[src/rtl/add_n_bits_pkg.sv]
// Shared constants for the add_n_bits ripple-carry adder.
// ADD_N_DEFAULT is the operand MSB index, giving 33-bit operands.
package add_n_bits_pkg;

    localparam int ADD_N_DEFAULT = 32;

endpackage

[src/rtl/add_n_bits_full_adder.sv]
// Single-bit full adder cell; one link of the ripple-carry chain.
module full_adder (
    input  logic a,
    input  logic b,
    input  logic ci,
    output logic s,
    output logic co
);

    assign s  = a ^ b ^ ci;
    assign co = (a & b) | (a & ci) | (b & ci);

endmodule

[src/rtl/add_n_bits.sv]
// (N+1)-bit ripple-carry adder with carry-in.
// The sum and carry-out are registered, so the result appears one cycle after the operands.
module add_n_bits
    import add_n_bits_pkg::*;
#(
    parameter int N = ADD_N_DEFAULT
) (
    input  logic         clk,
    input  logic         rst_n,
    input  logic [N:0]   x,
    input  logic [N:0]   y,
    input  logic         cin,
    output logic [N:0]   z,
    output logic         cout
);

    logic [N+1:0] c;
    logic [N:0]   s;

    logic [N:0]   z_d, z_q;
    logic         cout_d, cout_q;

    assign c[0] = cin;

    // Carry ripples from bit 0 to bit N; no lookahead by design.
    for (genvar i = 0; i <= N; i++) begin : g_fa
        full_adder u_fa (
            .a  (x[i]),
            .b  (y[i]),
            .ci (c[i]),
            .s  (s[i]),
            .co (c[i+1])
        );
    end

    always_comb begin
        z_d    = s;
        cout_d = c[N+1];
    end

    always_ff @(posedge clk or negedge rst_n) begin
        if (!rst_n) begin
            z_q    <= '0;
            cout_q <= 1'b0;
        end else begin
            z_q    <= z_d;
            cout_q <= cout_d;
        end
    end

    assign z    = z_q;
    assign cout = cout_q;

endmodule

[config.mk]
export PLATFORM = sky130hd
export DESIGN_NAME = add_n_bits
export DESIGN_NICKNAME = d
export VERILOG_FILES = /design/src/rtl/add_n_bits_pkg.sv /design/src/rtl/add_n_bits_full_adder.sv /design/src/rtl/add_n_bits.sv
export SDC_FILE = /design/constraint.sdc
export NUM_CORES = 1
export LEC_CHECK = 0
export ABC_AREA = 1
export CAP_MARGIN = 20
export CORE_ASPECT_RATIO = 2
export CORE_UTILIZATION = 38
export DETAILED_ROUTE_END_ITERATION = 10
export GPL_TIMING_DRIVEN = 0
export PLACE_DENSITY = 0.94
export SYNTH_ARGS = -nofsm -noshare
export SYNTH_HDL_FRONTEND = slang
export SYNTH_SLANG_ARGS = --single-unit
[constraint.sdc]
create_clock -name clk -period 1.14 [get_ports clk]
set_input_delay 0.285 -clock clk [delete_from_list [all_inputs] [get_ports clk]]
set_output_delay 0.285 -clock clk [all_outputs]
set_load 0.005 [all_outputs]
==> flow_summary.ini <==
[cells_and_area]
area_growth_pct = 73.0
diodes = 0
fin_cells = 237
final_area_um2 = 2680
nNetsFinal = 289
drive_above_1_share_pct = 45.2

[synthesis]
synth_edf_count = 0
synth-seq-cells = 34
synth_top_area_cell = dfrtp_1
syn_nets = 179
synth.distinct_cells = 3
ys.warnings.count = 0
avgSynthCellArea_um2 = 20.1
yosys.cell_count.top_type = dfrtp_1
syn-cell-area_um2 = 1550
synthFlopType = dfrtp_1
synth.top_cell.area_share_pct = 54.9
synth_seq_area_share_pct = 54.9
async_reset_ff_share_pct = 100
synthTopCellsByArea = dfrtp_1 (55%), fa_1 (43%), inv_1 (2.4%)
postSynthCellCount = 77
ys_top_cells_by_count = dfrtp_1 (34), fa_1 (33), inv_1 (10)

[power]
p_leak_nw = 1.14
ir_drop_uv = 806
power.total_mw = 3.31
p_per_area_nw_per_um2 = 1240

[sta]
rsz0062_at_grt = true
hold_violations = 0
final_max_slew_viol_count = 0
setup_violations = 32
fmax_mhz = 84.4
whs_ns = 0.101
slew-limit-headroom_pct = 43.4
fin_ws_ns = -10.70
fin_crit_ns = 11.84
period_share_pct = 1040
worst_pin_slew_ns = 0.848

[cts]
htreeDepth = 2
cts_num_sinks = 34
cts_root_buf = clkbuf_8
cts.path.max_buffers = 2
cts.clk_slew.worst_paths_ns = 0.06
cts_tree = built
numCtsBuffers = 5

[global_routing]
grt_pass1_wl_mm = 6.34
track_usage_pct = 22.1
grt_max_degree = 20
grt-ovfl-total = 0
grt_pass1_vias = 1277
antenna_found_initial = 0

[hold_path]
min-delay-path-class = input port to async pin

[route]
detail_route.vias_per_cell = 4.43
route.met3.wl_um = 300
drtIter0Drc = 16
wl_met2_mm = 2.45
routed_wl_mm = 4.14
wl_met1_mm = 1.18
vias = 1051
drc = 0
antenna_left = 0
dr.pass1.iters = 4
routedWlPerCell_um = 17.5
top_layer = met4

[worst_setup_path]
crit_path_end_kind = register
critical_path_class = input port to register
path_buf_inv = 5
cp.arrival_ns = 12.07
crit_fanout = 1
crit_path_top_delay_cell = fa_2
cpPeakStageDelay_ns = 0.43
critPathRequiredTime_ns = 1.36
critPathLaunchType = input port
crit_family = adder cells
cpMostUsedCell = fa_2

[placed_design]
place.gp.congestion = 0.808
io_buffers = 102
dp.final_hpwl_mm = 3.46
dp.cells = 231
place_area_um2 = 2760

[die]
ios = 103
rows = 32
core-area_um2 = 3880
fp.dieW_um = 47.1
die_h_um = 92.3
die_area_um2 = 4350
start_util_pct = 39.9

[job]
maxCapViolCount = 0

[status]
violations = setup timing
status = complete, but fails checks
## worst max path at each step
stage               from         endpoint  slack (ns)  cells past startpoint
floorplan           y[0]  z[32]$_DFF_PN0_      -10.48                     37
global placement    y[0]  z[32]$_DFF_PN0_      -11.31                     38
detailed placement  y[0]  z[32]$_DFF_PN0_      -11.46                     38
CTS                 y[0]  z[32]$_DFF_PN0_      -10.78                     38
global route        y[0]  z[32]$_DFF_PN0_      -11.04                     38
finish              y[0]  z[32]$_DFF_PN0_      -10.70                     38
## what timing repair did
item | CTS | global route
setup endpoints to repair | 68 | 71
gates resized for setup | 118 | 23
hold buffers | 0 | 0
pin swaps | 0 | 0
buffers inserted | 0 | 0
## report_power, final
group	switching [mW]	total (mW)	internal, mW
registers	0.0657	1.51	1.44
clock network	0.387	0.851	0.465
logic	0.407	0.950	0.543
## area by class of cell
| cell class | instances | area, um2 |
|---|---|---|
| Tap cell | 51 | 63.8 |
| Fill cell | 277 | 1200 |
| Inverter | 10 | 55.1 |
| Sequential cell | 34 | 851 |
| Multi-Input combinational cell | 33 | 743 |
| Timing Repair Buffer | 103 | 885 |
| Clock buffer | 6 | 82.6 |
## kinds of logic after synthesis
family / synth area share [%]
buffers and inverters: 2.42
adders and majority gates: 42.6
DFF: 54.9
## metrics by stage
| step | TNS (ns) | setup slack (ns) | util (%) |
|---|---|---|---|
| after floorplan | -178.20 | -10.48 | - |
| after global placement | -229.19 | -11.31 | 70.3 |
| after detailed placement | -213.70 | -11.46 | 71.0 |
| after CTS | -181.16 | -10.78 | 71.4 |
| after global routing | -185.44 | -11.04 | 69.0 |
| final | -179.56 | -10.70 | 69.0 |
## flip-flops by register name, summed over array words and instances (netlist names)
signal and cells:
z 33, cout 1
## routing by layer
layer  global-route usage, %  up-vias
met4                    12.4        0
met2                    39.6       78
met5                       0        -
li1                        -      438
met1                    20.0      521
met3                    6.24       14
## layout by cell type, fill, tap and decap left out
cell type,instances
dlygate4sd2_1,2
clkbuf_2,20
buf_12,1
buf_2,15
fa_2,33
inv_1,3
inv_12,1
dfrtp_1,34
dlymetal6s2s_1,1
buf_16,1
inv_6,1
clkbuf_8,6
buf_6,1
clkdlybuf4s50_1,62
inv_2,5
Power figures use the tool's default switching activity.
==> edit 1: new RTL, config.mk and constraints unchanged <==
`z_q` no longer has a reset.
--- a/src/rtl/add_n_bits.sv
+++ b/src/rtl/add_n_bits.sv
@@ -42,8 +42,10 @@
         if (!rst_n) begin
-            z_q    <= '0;
             cout_q <= 1'b0;
         end else begin
-            z_q    <= z_d;
             cout_q <= cout_d;
         end
+    end
+
+    always_ff @(posedge clk) begin
+        z_q <= z_d;
     end
Function: changed (Yosys sat finds a counterexample within 4 cycles, from zero or initial values and one cycle with rst_n low).
==> edit 1 against the original RTL <==
Final area is 2.2% lower. Sequential share of layout area is 5.6 points lower. Sequential cell count stayed put. The flow still finishes with violations (negative setup slack). Worst hold slack better by 0.047 ns. Synthesized area is 11% lower. Total power is 1.4% lower. Wire length is 21% lower. Critical endpoint is now z[32]$_DFF_P_. Combinational power is 1% higher. Synthesized cell count stayed put. Worst setup slack better by 0.039 ns. Count of clock-buffer cells in the layout is 1 lower. Fmax is 0.33% higher. Critical path depth stayed put.
==> edit 1: results (changes against the original RTL) <==
outcome:
  status: "finished, violations left"  # unchanged
  violations: "negative setup slack"  # unchanged
power:
  vdd_drop_max_v: 0.0007853  # was 0.0008058 V
  p_leak_nw: 1.039  # was 1.138 nW
yosys:
  seq_area_frac_synth_pct: 49.55  # was 54.93%
  synth_area_leaders: "dfxtp_1, fa_1, inv_1"  # was dfrtp_1, fa_1, inv_1
  ys_async_sr_fraction_pct: 2.941  # was 100.0%
  synth_flop_cell: "dfxtp_1"  # was dfrtp_1
  synthCells: 77  # unchanged
  ys_types: 4  # was 3
  ys_warn_count: 0  # unchanged
  synth_common_cells: "dfxtp_1, fa_1, inv_1, dfrtp_1"  # was dfrtp_1, fa_1, inv_1
routing:
  vias: 1006  # was 1,051
  wl_per_cell_um: 13.99  # was 17.47 um
  wl_um: 3274  # was 4141 um
  dr.first_iter.drc_count: 2  # was 16
  drt_pre_antenna_iters: 4  # unchanged
global_route:
  first_global_vias: 1256  # was 1,277
  grtUsageTotal_pct: 19.35  # was 22.06%
  grt_max_degree: 11  # was 20
  grt_pass1_wl_um: 5223  # was 6341 um
  antenna_found_initial: 0  # unchanged
critical_path:
  slowest_delay_ns: 0.43  # about the same
  cp.arrival_ns: 12.03  # was 12.07 ns
  cp_max_fo: 1  # unchanged
  critical_path.most_common_cell: "fa_2"  # unchanged
cts:
  clk_pin_slew_worst_paths_ns: 0.07
  cts-buffers-inserted: 5  # unchanged
  ctsResizeCount: 56  # was 118
min_path:
  hold_class: "input pin to asynchronous set/reset pin"  # unchanged
sta:
  setup_ws_ns: -10.66  # was -10.70 ns
  slew_headroom_pct: 92.00  # was 43.41%
  setup_violations: 32  # unchanged
  finalSetupTns_ns: -178.49  # was -179.56 ns
  whs_ns: 0.1476  # was 0.1006 ns
final_layout:
  fillers: 218  # was 277
  nNetsFinal: 288  # was 289
  drive_gt1_share_pct: 27.42  # was 45.16%
  largest_register_ff_count: 33  # unchanged
place:
  hpwl_um: 2978  # was 3461 um
  gp_congestion: 0.7712  # was 0.8075
edit 1: area by class of cell:
type,instances,area [um^2],share of cell area (%)
Clock inverter,2,10.01,0.3820
Sequential cell,34,685.7,26.17
Inverter,10,55.05,2.101
Tap cell,48,60.06,2.292
Timing Repair Buffer,102,997.2,38.06
Multi-Input combinational cell,33,743.2,28.37
Clock buffer,5,68.82,2.627
edit 1: critical path: cells and delay by family:
kind / cells / cell delay (ns)
buffers and inverters: 5 / 0.30
adder cells (fa/ha/maj): 33 / 11.45
edit 1: routing by layer:
layer	wire length (um)	track usage, %
met5	0	0
met3	500	9.129
met4	60	8.264
met2	1832	36.50
met1	880	15.72
edit 1: cells by family (layout without fill, tap and decap cells):
kind of cell	Yosys count	in the layout	synth area share (%)
buf+inv	10	119	2.713
flops	34	34	49.55
fa+ha+maj	33	33	47.74
edit 1: per-stage QoR:
| stage | area, um^2 | util [%] |
|---|---|---|
| after floorplan | 1481 | - |
| after global placement | 2562 | 75.02 |
| after detailed placement | 2562 | 75.02 |
| after CTS | 2603 | 76.19 |
| after global routing | 2620 | 76.70 |
| final | 2620 | 76.70 |
edit 1: worst max path at each step:
stage	slack, ns	to	from	depth (start not counted)
after floorplan	-10.48	z[32]$_DFF_P_	y[0]	37
after global placement	-11.34	z[32]$_DFF_P_	y[0]	38
after detailed placement	-11.47	z[32]$_DFF_P_	y[0]	38
after CTS	-10.71	z[32]$_DFF_P_	y[0]	38
after global routing	-10.96	z[32]$_DFF_P_	y[0]	38
final	-10.66	z[32]$_DFF_P_	y[0]	38
edit 1: power by group:
group	total, mW	internal (mW)	switching [mW]
logic	0.960	0.611	0.349
clock network	0.803	0.409	0.394
registers	1.50	1.44	0.0621
total	3.26	2.46	0.805
==> edit 2: new RTL, config.mk and constraints unchanged <==
Without the edit above. `ADD_N_DEFAULT`: 32 -> 48.
--- a/src/rtl/add_n_bits_pkg.sv
+++ b/src/rtl/add_n_bits_pkg.sv
@@ -4,3 +4,3 @@
 
-    localparam int ADD_N_DEFAULT = 32;
+    localparam int ADD_N_DEFAULT = 48;
 
Interface: changed (resized x, y and z); port bits go from 103 to 151. The function was not compared with the original's and may differ.
==> edit 2 against the original RTL <==
Wire length rose by 38%. Worst setup slack got worse by 5.7 ns. Sequential cell count rose by 16. Total power rose by 51%. Critical endpoint is now z[48]$_DFF_PN0_. Synthesized area rose by 47%. Clock power rose by 65%. Final area rose by 47%. Utilization fell by 0.17 points. The flow still finishes with violations (negative setup slack).
==> edit 2: results (changes against the original RTL) <==
outcome:
  status: "finished, violations left"  # unchanged
  violations: "negative setup slack"  # unchanged
routing:
  dr.first_iter.drc_count: 30  # was 16
  vias: 1518  # was 1,051
final_layout:
  largest_register_ff_count: 49  # was 33
  nNetsFinal: 418  # was 289
  fillers: 433  # was 277
min_path:
  hold_class: "input pin to register"  # was input pin to asynchronous set/reset pin
sta:
  finalSetupTns_ns: -408.55  # was -179.56 ns
  whs_ns: 0.3942  # was 0.1006 ns
  worstMarginPinSlew_ns: 0.4995  # was 0.8475 ns
  setup_violations: 48  # was 32
  setup_ws_ns: -16.43  # was -10.70 ns
global_route:
  grt_max_degree: 30  # was 20
  grt_pass1_wl_um: 9156  # was 6341 um
  first_global_vias: 1821  # was 1,277
place:
  hpwl_um: 4881  # was 3461 um
  gp_congestion: 0.7844  # was 0.8075
  io_buffers: 150  # was 102
critical_path:
  cp.arrival_ns: 17.80  # was 12.07 ns
power:
  vdd_drop_max_v: 0.001595  # was 0.0008058 V
  p_leak_nw: 1.639  # was 1.138 nW
yosys:
  synth_area_leaders: "dfrtp_1, fa_1, inv_1"  # unchanged
  synth_common_cells: "dfrtp_1, fa_1, inv_1"  # unchanged
  synthAdderAreaFrac_pct: 43.22  # was 42.65%
  syn_nets: 259  # was 179
==> edit 2: cell types whose count changed after synthesis, sizes merged <==
cell | before | now
dfrtp | 34 | 50
fa | 33 | 49
==> edit 2: worst max-delay path by stage <==
stage          startpoint              end  slack [ns]  cells after the start
2_1_floorplan        y[0]  z[48]$_DFF_PN0_      -15.92                     53
3_3_place_gp         y[0]  z[48]$_DFF_PN0_      -16.92                     54
3_5_place_dp         y[0]  z[48]$_DFF_PN0_      -17.19                     54
4_1_cts              y[0]  z[48]$_DFF_PN0_      -16.48                     54
5_1_grt              y[0]  z[48]$_DFF_PN0_      -16.78                     54
6_report             y[0]  z[48]$_DFF_PN0_      -16.43                     54
==> edit 2: power breakdown <==
part	leakage, nW	switching [mW]	internal (mW)	total [mW]
Sequential	0.583	0.0860	2.12	2.21
Combinational	0.987	0.578	0.810	1.39
Clock	0.0694	0.607	0.793	1.40
Total	1.64	1.27	3.73	5.00
==> edit 2: stage by stage <==
step           instance area, um^2  power [mW]  worst slack (ns)  std cells
4_1_cts                       4015       5.124            -16.48        329
5_1_grt                       3930       5.308            -16.78        329
3_3_place_gp                  3985       3.881            -16.92        320
2_1_floorplan                 2407       2.622            -15.92        109
6_report                      3930       4.996            -16.43        329
3_5_place_dp                  4000       3.990            -17.19        321
==> edit 2: metal layers <==
layer  up-vias  routed length, um  track usage [%]
met4         0                245            10.57
met1       748               1747            21.27
li1        633                  -                -
met3        18                572            6.768
met2       119               3134            34.90
met5         -                  0                0
==> edit 2: kinds of logic after synthesis <==
logic type | Yosys count
DFF | 50
adders and majority gates | 49
buffers and inverters | 10
==> edit 2: area by class of cell <==
type	count	share of cell area, %
clock buffer	5	3.184
multi-input combinational	49	28.08
timing repair buffer	152	33.24
sequential	50	31.84
clock inverter	2	0.2547
inverter	10	1.465
tap	61	1.942
==> edit 2: repair_timing <==
item	CTS	global route
resized for setup	179	21
hold buffers	1	0
hold endpoints to repair	21	0
pin swaps	3	0
setup buffers	0	0
setup endpoints to repair	100	67
